$ cat config.mk
export PLATFORM = sky130hd
export DESIGN_NAME = led_blink_arbiter
export DESIGN_NICKNAME = d
export VERILOG_FILES = /design/src/rtl/led_ctrl_pkg.sv /design/src/rtl/tick_prescaler.sv /design/src/rtl/led_blink_arbiter.sv
export SDC_FILE = /design/constraint.sdc
export NUM_CORES = 1
export LEC_CHECK = 0
export BUFFER_PORTS_ARGS = -buffer_cell sky130_fd_sc_hd__buf_4
export CAP_MARGIN = 5
export CORE_MARGIN = 8
export CORE_UTILIZATION = 45
export CTS_BUF_LIST = sky130_fd_sc_hd__clkbuf_4 sky130_fd_sc_hd__clkbuf_8 sky130_fd_sc_hd__clkbuf_16
export CTS_CLUSTER_SIZE = 30
export DETAILED_ROUTE_END_ITERATION = 10
export HOLD_SLACK_MARGIN = 0.12
export PLACE_DENSITY_LB_ADDON = 0.15
export SYNTH_ARGS = -nofsm -noshare
export SYNTH_HDL_FRONTEND = slang
export SYNTH_SLANG_ARGS = --single-unit
$ cat constraint.sdc
create_clock -name clk -period 6.4 [get_ports clk]
set_input_delay 0.32 -clock clk [delete_from_list [all_inputs] [get_ports clk]]
set_output_delay 0.32 -clock clk [all_outputs]
set_load 0.01 [all_outputs]
$ cat src/rtl/led_ctrl_pkg.sv
// Shared types and default timing for the LED blink arbiter.
package led_ctrl_pkg;

  // Blink sequencer phases
  typedef enum logic [1:0] {
    StIdle,
    StOn,
    StOff,
    StGap
  } led_state_e;

  // Defaults assume a 24 MHz oscillator and a 1 ms tick
  localparam int unsigned DefNreq     = 4;
  localparam int unsigned DefCntW     = 4;
  localparam int unsigned DefTickDiv  = 24000;
  localparam int unsigned DefOnTicks  = 200;
  localparam int unsigned DefOffTicks = 200;
  localparam int unsigned DefGapTicks = 1000;

  function automatic int unsigned max3(input int unsigned a, input int unsigned b,
                                       input int unsigned c);
    int unsigned m;
    m = (a > b) ? a : b;
    return (m > c) ? m : c;
  endfunction

endpackage

$ cat src/rtl/tick_prescaler.sv
// Free-running clk divider producing a one-cycle tick every TICK_DIV cycles.
module tick_prescaler
  import led_ctrl_pkg::*;
#(
  parameter int unsigned TICK_DIV = DefTickDiv
) (
  input  logic clk,
  input  logic nreset,
  input  logic clr,
  output logic tick
);

  localparam int unsigned CntW = (TICK_DIV > 1) ? $clog2(TICK_DIV) : 1;

  logic [CntW-1:0] cnt_q, cnt_d;

  assign tick = (cnt_q == CntW'(TICK_DIV - 1));

  // Count up, wrap on tick; clr restarts the phase from zero
  always_comb begin
    cnt_d = cnt_q + 1'b1;
    if (clr || tick) cnt_d = '0;
  end

  // Counter register with synchronous active-low reset
  always_ff @(posedge clk) begin
    if (!nreset) cnt_q <= '0;
    else         cnt_q <= cnt_d;
  end

endmodule

$ cat src/rtl/led_blink_arbiter.sv
// Round-robin sharing of one LED between NREQ requesters, each flashing a blink code.
module led_blink_arbiter
  import led_ctrl_pkg::*;
#(
  parameter int unsigned NREQ      = DefNreq,
  parameter int unsigned CNT_W     = DefCntW,
  parameter int unsigned TICK_DIV  = DefTickDiv,
  parameter int unsigned ON_TICKS  = DefOnTicks,
  parameter int unsigned OFF_TICKS = DefOffTicks,
  parameter int unsigned GAP_TICKS = DefGapTicks
) (
  input  logic                  clk,
  input  logic                  nreset,
  input  logic [NREQ-1:0]       req,
  input  logic [NREQ*CNT_W-1:0] blink_cnt,
  output logic [NREQ-1:0]       gnt,
  output logic [NREQ-1:0]       done,
  output logic                  busy,
  output logic                  led
);

  localparam int unsigned IdxW     = $clog2(NREQ);
  localparam int unsigned MaxTicks = max3(ON_TICKS, OFF_TICKS, GAP_TICKS);
  localparam int unsigned TickW    = $clog2(MaxTicks + 1);

  led_state_e       state_q, state_d;
  logic [CNT_W-1:0] rem_q, rem_d;
  logic [IdxW-1:0]  last_q, last_d;
  logic [IdxW-1:0]  cur_q, cur_d;
  logic [TickW-1:0] tcnt_q, tcnt_d;
  logic [NREQ-1:0]  gnt_q, gnt_d;
  logic [NREQ-1:0]  done_q, done_d;
  logic             busy_q, busy_d;
  logic             led_q, led_d;

  logic             tick;
  logic             clr;
  logic             phase_end;
  int unsigned      phase_lim;
  logic             pick_valid;
  logic [IdxW-1:0]  pick_idx;
  logic [CNT_W-1:0] cnt_arr [NREQ];

  for (genvar g = 0; g < NREQ; g++) begin : g_cnt
    assign cnt_arr[g] = blink_cnt[g*CNT_W +: CNT_W];
  end

  // Prescaler restarts on every state change so phases are exact multiples of TICK_DIV
  assign clr = (state_d != state_q);

  tick_prescaler #(
    .TICK_DIV(TICK_DIV)
  ) u_tick_prescaler (
    .clk   (clk),
    .nreset(nreset),
    .clr   (clr),
    .tick  (tick)
  );

  // Round-robin pick: first set req bit searching upward from last_q+1
  always_comb begin
    pick_valid = 1'b0;
    pick_idx   = '0;
    for (int unsigned i = 1; i <= NREQ; i++) begin
      if (!pick_valid && req[IdxW'((32'(last_q) + i) % NREQ)]) begin
        pick_valid = 1'b1;
        pick_idx   = IdxW'((32'(last_q) + i) % NREQ);
      end
    end
  end

  // Phase length in ticks for the current state
  always_comb begin
    phase_lim = 1;
    case (state_q)
      StOn:    phase_lim = ON_TICKS;
      StOff:   phase_lim = OFF_TICKS;
      StGap:   phase_lim = GAP_TICKS;
      default: phase_lim = 1;
    endcase
    phase_end = tick && (tcnt_q == TickW'(phase_lim - 1));
  end

  // Next-state and registered-output logic for the blink sequencer
  always_comb begin
    state_d = state_q;
    rem_d   = rem_q;
    last_d  = last_q;
    cur_d   = cur_q;
    tcnt_d  = tcnt_q;
    gnt_d   = gnt_q;
    done_d  = '0;
    busy_d  = busy_q;
    led_d   = led_q;

    if (tick && !phase_end) tcnt_d = tcnt_q + 1'b1;

    case (state_q)
      StIdle: begin
        tcnt_d = '0;
        if (pick_valid) begin
          last_d = pick_idx;
          if (cnt_arr[pick_idx] != '0) begin
            rem_d           = cnt_arr[pick_idx];
            cur_d           = pick_idx;
            state_d         = StOn;
            gnt_d           = '0;
            gnt_d[pick_idx] = 1'b1;
            led_d           = 1'b1;
            busy_d          = 1'b1;
          end else begin
            // Empty code: acknowledge without touching the LED
            done_d[pick_idx] = 1'b1;
          end
        end
      end
      StOn: begin
        if (phase_end) begin
          // rem is nonzero throughout a sequence, so this never wraps
          rem_d   = rem_q - 1'b1;
          state_d = (rem_q == CNT_W'(1)) ? StGap : StOff;
          led_d   = 1'b0;
        end
      end
      StOff: begin
        if (phase_end) begin
          state_d = StOn;
          led_d   = 1'b1;
        end
      end
      StGap: begin
        if (phase_end) begin
          state_d       = StIdle;
          gnt_d         = '0;
          done_d[cur_q] = 1'b1;
          busy_d        = 1'b0;
        end
      end
      default: state_d = StIdle;
    endcase

    if (state_d != state_q) tcnt_d = '0;
  end

  // State and output registers with synchronous active-low reset
  always_ff @(posedge clk) begin
    if (!nreset) begin
      state_q <= StIdle;
      rem_q   <= '0;
      last_q  <= IdxW'(NREQ - 1);
      cur_q   <= '0;
      tcnt_q  <= '0;
      gnt_q   <= '0;
      done_q  <= '0;
      busy_q  <= 1'b0;
      led_q   <= 1'b0;
    end else begin
      state_q <= state_d;
      rem_q   <= rem_d;
      last_q  <= last_d;
      cur_q   <= cur_d;
      tcnt_q  <= tcnt_d;
      gnt_q   <= gnt_d;
      done_q  <= done_d;
      busy_q  <= busy_d;
      led_q   <= led_d;
    end
  end

  assign gnt  = gnt_q;
  assign done = done_q;
  assign busy = busy_q;
  assign led  = led_q;

endmodule

==> flow_summary.toml, run 1 <==
[synth]
synth_top_area_share_pct = 33.90
synth_xor_xnor_area_share_pct = 7.250
synth_area_um2 = 2658
ys_warn_count = 0
yosys.area_share.simple_pct = 27.35
syn_avg_cell_area_um2 = 8.518
yosys.area_share.adder_pct = 3.766
synth_top_family_by_area = "simple AND/OR/NAND/NOR gates"
synth_nets = 342
ys_ff_latch = 45
yosys.area.top_type = "dfxtp_1"
synthTopCellsByArea = "dfxtp_1, nor2_1, nand2_1, ha_1, xnor2_1"
synth_common_cells = "dfxtp_1, nor2_1, nand2_1"
ys_seq_area_share_pct = 33.90
ys.flop_type = "dfxtp_1"
synth_edf_count = 0
ys_types = 54
synth_compound_area_share_pct = 23.16
muxShareOfSynthArea_pct = 0.7533
async_reset_ff_share_pct = 0
synthCells = 312
synth_most_common_cell = "dfxtp_1"

[setup_path]
cp-end-kind = "flip-flop"
rr_startpoint = "state_q[0]"
crit_chain = "inv_1 > ha_1 > inv_1 > o32ai_1 > nand4_1 > nor2_1 > nor2_1 > a211oi_2 > nor3_1"
critPathKind = "flip-flop to flip-flop"
required_ns = 6.53
cp_num_buf_inv = 2
crit_family = "compound AO/OA/AOI/OAI gates"
cpPeakStageDelay_ns = 0.97
slowest_stage = "a211oi_2"
worstPathArrival_ns = 3.73
crit_path_start = "state_q[0]"
cp-start-kind = "flip-flop"
critPathMaxFanout = 15

[floorplanning]
io_pins = 32
start_util_pct = 45.70
num_rows = 28
coreArea_um2 = 5816
die_area_um2 = 8621
dieHeight_um = 92.85
fp.dieW_um = 92.85

[timing]
max_freq_ghz = 0.2783
worstMarginPinSlew_ns = 1.168
finalMaxSlewViolations = 0
setup_viol = 0
min_period_ns = 3.594
final.setup.tns_ns = 0
hold_violations = 0
rsz0062_at_grt = "no"
maxSlewHeadroom_pct = 22.00
skew_ns = 0.007889
final.period_utilization_pct = 56.15

[power]
powerDensity_nw_per_um2 = 226.2
ir_drop_v = 0.00009951
p_leak_nw = 1.096

[clocking]
clk_pin_slew_worst_paths_ns = 0.09
clock-sinks = 45
clockBufferDepth = 2
clk_latency_ns = 0.30
post_cts.repair.setup_buffers = 0
hold_buffers = 0
cts-resized-gates = 0
cts_buffers = 5
cts_tree = "built"
htree_num_levels = 2
cts_root_buf = "clkbuf_8"

[placement]
hpwl_um = 4589
routabilityCongestion = 0.8804
placed_area_um2 = 2924
port-buffer-count = 31

[global_routing]
antenna_found_initial = 0
grtUsageMet2_pct = 22.49
grt_use_met3_pct = 3.803
grt_usage_pct = 14.46
grt_pass1_wl_um = 10430
grt_max_degree = 23
use_met1_pct = 19.60
grt_pass1_vias = 2220
grt_overflow = 0
top_usage_layer = "met2"

[drt]
drc = 0
wire_per_inst_um = 14.77
vias = 2415
drt_iter0_markers = 176
drtPass1Iterations = 4
vias_per_cell = 5.819
ant_nets = 0
wirelength_um = 6129

[run]
cap_violations = 0

[min_path]
hp-start = "nreset"
hold_path.class = "primary input to flip-flop"

[finish]
drive_above_1_share_pct = 19.12
diodes = 0
multi_input_area_um2 = 1655
area_growth_pct = 13.47
final_area_um2 = 3015
fin_nets = 369
regArea_um2 = 900.9
fillers = 577

[run_status]
outcome = "finished clean"
-- sequential cells by signal, summed over array words and instances, names as in the netlist --
| register | cells |
|---|---|
| tcnt_q | 10 |
| cur_q | 2 |
| last_q | 2 |
| gnt | 4 |
| done | 4 |
| state_q | 2 |
| busy | 1 |
| u_tick_prescaler.cnt_q | 15 |
| led | 1 |
| rem_q | 4 |
-- stage by stage --
step           hold WS [ns]   power, W  worst slack, ns  std cells  utilization (%)
6_report             0.3636  0.0006821            2.806        415            51.85
5_1_grt              0.3633  0.0007234            2.419        415            51.85
4_1_cts              0.3536  0.0006890            2.814        415            51.85
3_5_place_dp         0.4687  0.0005063            2.835        407            50.28
3_3_place_gp         0.4534  0.0005051            2.979        407            50.28
2_1_floorplan        0.4619  0.0004583            3.837        312                -
-- area by class of cell --
class	count	share of cell area, %
tap	75	3.112
clock inverter	1	0.2490
timing repair buffer	31	7.718
multi-input combinational	245	54.90
inverter	11	1.369
clock buffer	7	2.780
sequential	45	29.88
-- placed cells by master, fill, tap and decap left out, drive strengths merged, types with 2 or more instances in the layout --
| cell type | instances |
|---|---|
| a211oi | 15 |
| a21boi | 10 |
| a21oi | 11 |
| a31o | 6 |
| and2 | 2 |
| and3 | 4 |
| buf | 31 |
| clkbuf | 7 |
| dfxtp | 45 |
| ha | 8 |
| inv | 11 |
| mux2i | 2 |
| nand2 | 30 |
| nand2b | 3 |
| nand3 | 14 |
| nand3b | 4 |
| nand4 | 8 |
| nand4b | 2 |
| nor2 | 34 |
| nor3 | 10 |
| nor3b | 2 |
| nor4 | 18 |
| o211a | 2 |
| o211ai | 4 |
| o21ai | 9 |
| o22ai | 3 |
| o311a | 2 |
| o31ai | 3 |
| or4 | 4 |
| xnor2 | 11 |
| xor2 | 11 |
-- metal layers --
layer | wire length, um | vias up
met5 | 0 | -
met4 | 44 | 0
met3 | 326 | 8
met2 | 2811 | 53
met1 | 2947 | 1137
li1 | - | 1217
-- worst paths after layout --
path	endpoint	slack (ns)	cells past startpoint
min reg2reg	led	0.47	2
max	u_tick_prescaler.cnt_q[2]	2.81	9
min	last_q[1]	0.36	2
max reg2reg	u_tick_prescaler.cnt_q[2]	2.81	9
-- power breakdown --
| group | switching [W] | internal, W | total, W |
|---|---|---|---|
| clock network | 0.0000959 | 0.0000859 | 0.000182 |
| registers | 0.0000174 | 0.000298 | 0.000315 |
| logic | 0.000111 | 0.0000740 | 0.000185 |
| total | 0.000224 | 0.000458 | 0.000682 |
-- cells by family (layout without fill, tap and decap cells) --
| family | Yosys count | count (layout) |
|---|---|---|
| adder cells (fa/ha/maj) | 8 | 8 |
| flip-flops | 45 | 45 |
| multiplexers | 2 | 2 |
| buffers and inverters | 22 | 50 |
| AND/OR/NAND/NOR | 137 | 137 |
| XOR/XNOR | 22 | 22 |
| AO/OA/AOI/OAI | 76 | 76 |
Note: power is estimated with default switching activity, not from simulation.
==> run 2: changes to the inputs <==
==> constraint.sdc (replaced) <==
create_clock -name clk -period 3 [get_ports clk]
set_input_delay 0.15 -clock clk [delete_from_list [all_inputs] [get_ports clk]]
set_output_delay 0.15 -clock clk [all_outputs]
set_load 0.01 [all_outputs]
==> run 2 against run 1 <==
Maximum frequency grew 30%. Clock skew barely moved. Global-route usage decreased by 0.57 points. Sequential cell count did not move. Sequential power is 110% higher. Setup slack worse by 2.6 ns. Largest power group unchanged. Combinational power rose by 120%. Via count fell by 0.83%. Design area is 3.2% higher. Total power grew 130%. Clock power grew to 2.6 times the previous value.
==> flow_summary.toml, run 2 (synthesis gave the netlist of run 1 again) <==
[run_status]
outcome = "finished clean"

[clocking]
clk_latency_ns = 0.29
clock-sinks = 45
post_cts.repair.setup_buffers = 0
htree_num_levels = 2
clk_pin_slew_worst_paths_ns = 0.09
clockBufferDepth = 2
cts_root_buf = "clkbuf_8"
cts_tree = "built"
hold_buffers = 0
cts_buffers = 5

[finish]
multi_input_area_um2 = 1669
diodes = 0
fillers = 550
largest_register_ffs = 15
regArea_um2 = 900.9
fin_nets = 376
top_register = "u_tick_prescaler.cnt_q"
stdcell_count = 422
drive_above_1_share_pct = 21.04
final_common_cell = "dfxtp_1"
area_growth_pct = 17.04
reg_top3 = "u_tick_prescaler.cnt_q: 15 flops, tcnt_q: 10 flops"
final_cell_mix = "dfxtp_1, buf_4, nor2_1"

[drt]
ant_nets = 0
wire_per_inst_um = 14.27
vias_per_cell = 5.675
drc = 0
drt_iter0_markers = 114
wirelength_um = 6023
vias = 2395
drtPass1Iterations = 4

[timing]
hold_ws_ns = 0.1782
fin_ws_ns = 0.2369
final.setup.tns_ns = 0
finalMaxSlewViolations = 0
worstMarginPinSlew_ns = 0.6085
min_period_ns = 2.763
hold_violations = 0
maxSlewHeadroom_pct = 59.35
max_freq_ghz = 0.3619
rsz0062_at_grt = "no"
skew_ns = 0.007946
setup_viol = 0
final.period_utilization_pct = 92.10

[floorplanning]
die_area_um2 = 8621
dieHeight_um = 92.85
num_rows = 28
io_pins = 32
coreArea_um2 = 5816
fp.dieW_um = 92.85
start_util_pct = 45.70

[power]
p_int_w = 0.001087
p_clk_share_pct = 30.7
p_sw_share_pct = 30.49
p_sw_w = 0.0004769
ir_drop_v = 0.0002810
pwr-share-comb_pct = 26.2
powerDensity_nw_per_um2 = 502.9
p_seq_share_pct = 43.1
p_leak_nw = 1.148

[placement]
port-buffer-count = 31
routabilityCongestion = 0.8414
place_inst = 414
place_ws_ns = 0.2628
hpwl_um = 4550

[global_routing]
grt_pass1_wl_um = 10030
grt_usage_pct = 13.89
grt_max_degree = 23
antenna_found_initial = 0
grt_overflow = 0
grt_pass1_vias = 2230

[setup_path]
cp-start-kind = "flip-flop"
worstPathArrival_ns = 3.00
critPathMaxFanout = 12
required_ns = 3.23
critPathKind = "flip-flop to flip-flop"
cp-end-kind = "flip-flop"

[min_path]
hold_path.class = "primary input to flip-flop"

[run]
cap_violations = 0
==> run 2: cell types whose count changed in the layout (fill, tap and decap cells not counted), sizes merged <==
cell,change
clkinvlp,-1
bufinv,+1
buf,+7
==> run 2: critical path, cell delays in order, from the launching register on <==
cell      delay [ns]
dfxtp_1         0.38
ha_1            0.29
or4_1           0.41
a211oi_1        0.35
nand4_1         0.13
buf_4           0.20
a21oi_1         0.29
a21boi_1        0.43
a41o_1          0.23
==> run 2: area by class of cell <==
cell class                 instances  area share (%)
tap                               75           3.017
clock inverter                     1          0.9654
sequential                        45           28.96
multi-input combinational        245           53.66
clock buffer                       7           2.896
timing repair buffer              38           9.171
inverter                          11           1.327
==> run 2: final timing paths <==
check	start	end	slack [ns]	cells past startpoint
max reg2reg	state_q[0]	rem_q[0]	0.24	8
max	state_q[0]	rem_q[0]	0.24	8
min reg2reg	led	led	0.46	2
min	nreset	last_q[1]	0.18	2
==> run 2: what timing repair did <==
item | 4_1_cts | 5_1_grt
resized for setup | 0 | 2
endpoints found under the setup margin | 0 | 2
endpoints found under the hold margin | 0 | 0
==> run 2: layer usage <==
metal / vias up / GRT usage (%) / routed length, um
li1: 1226 / - / -
met1: 1123 / 17.93 / 2913
met2: 41 / 22.31 / 2807
met3: 5 / 3.155 / 245
met4: 0 / 4.430 / 57
met5: - / 0 / 0
==> run 2: power groups by stage <==
stage	clock network, W	logic, W	registers [W]
floorplan	0	0.000297	0.000681
global placement	0	0.000402	0.000687
detailed placement	0	0.000404	0.000687
CTS	0.000491	0.000406	0.000673
global route	0.000515	0.000452	0.000681
finish	0.000480	0.000410	0.000674
==> run 2: stage by stage <==
stage	util, %	instance area [um2]	power [W]
after global placement	51.18	2977	0.001089
after detailed placement	51.18	2977	0.001091
final	53.49	3110	0.001564
after CTS	53.25	3097	0.001570
after floorplan	-	2658	0.0009776
after global routing	53.49	3110	0.001648
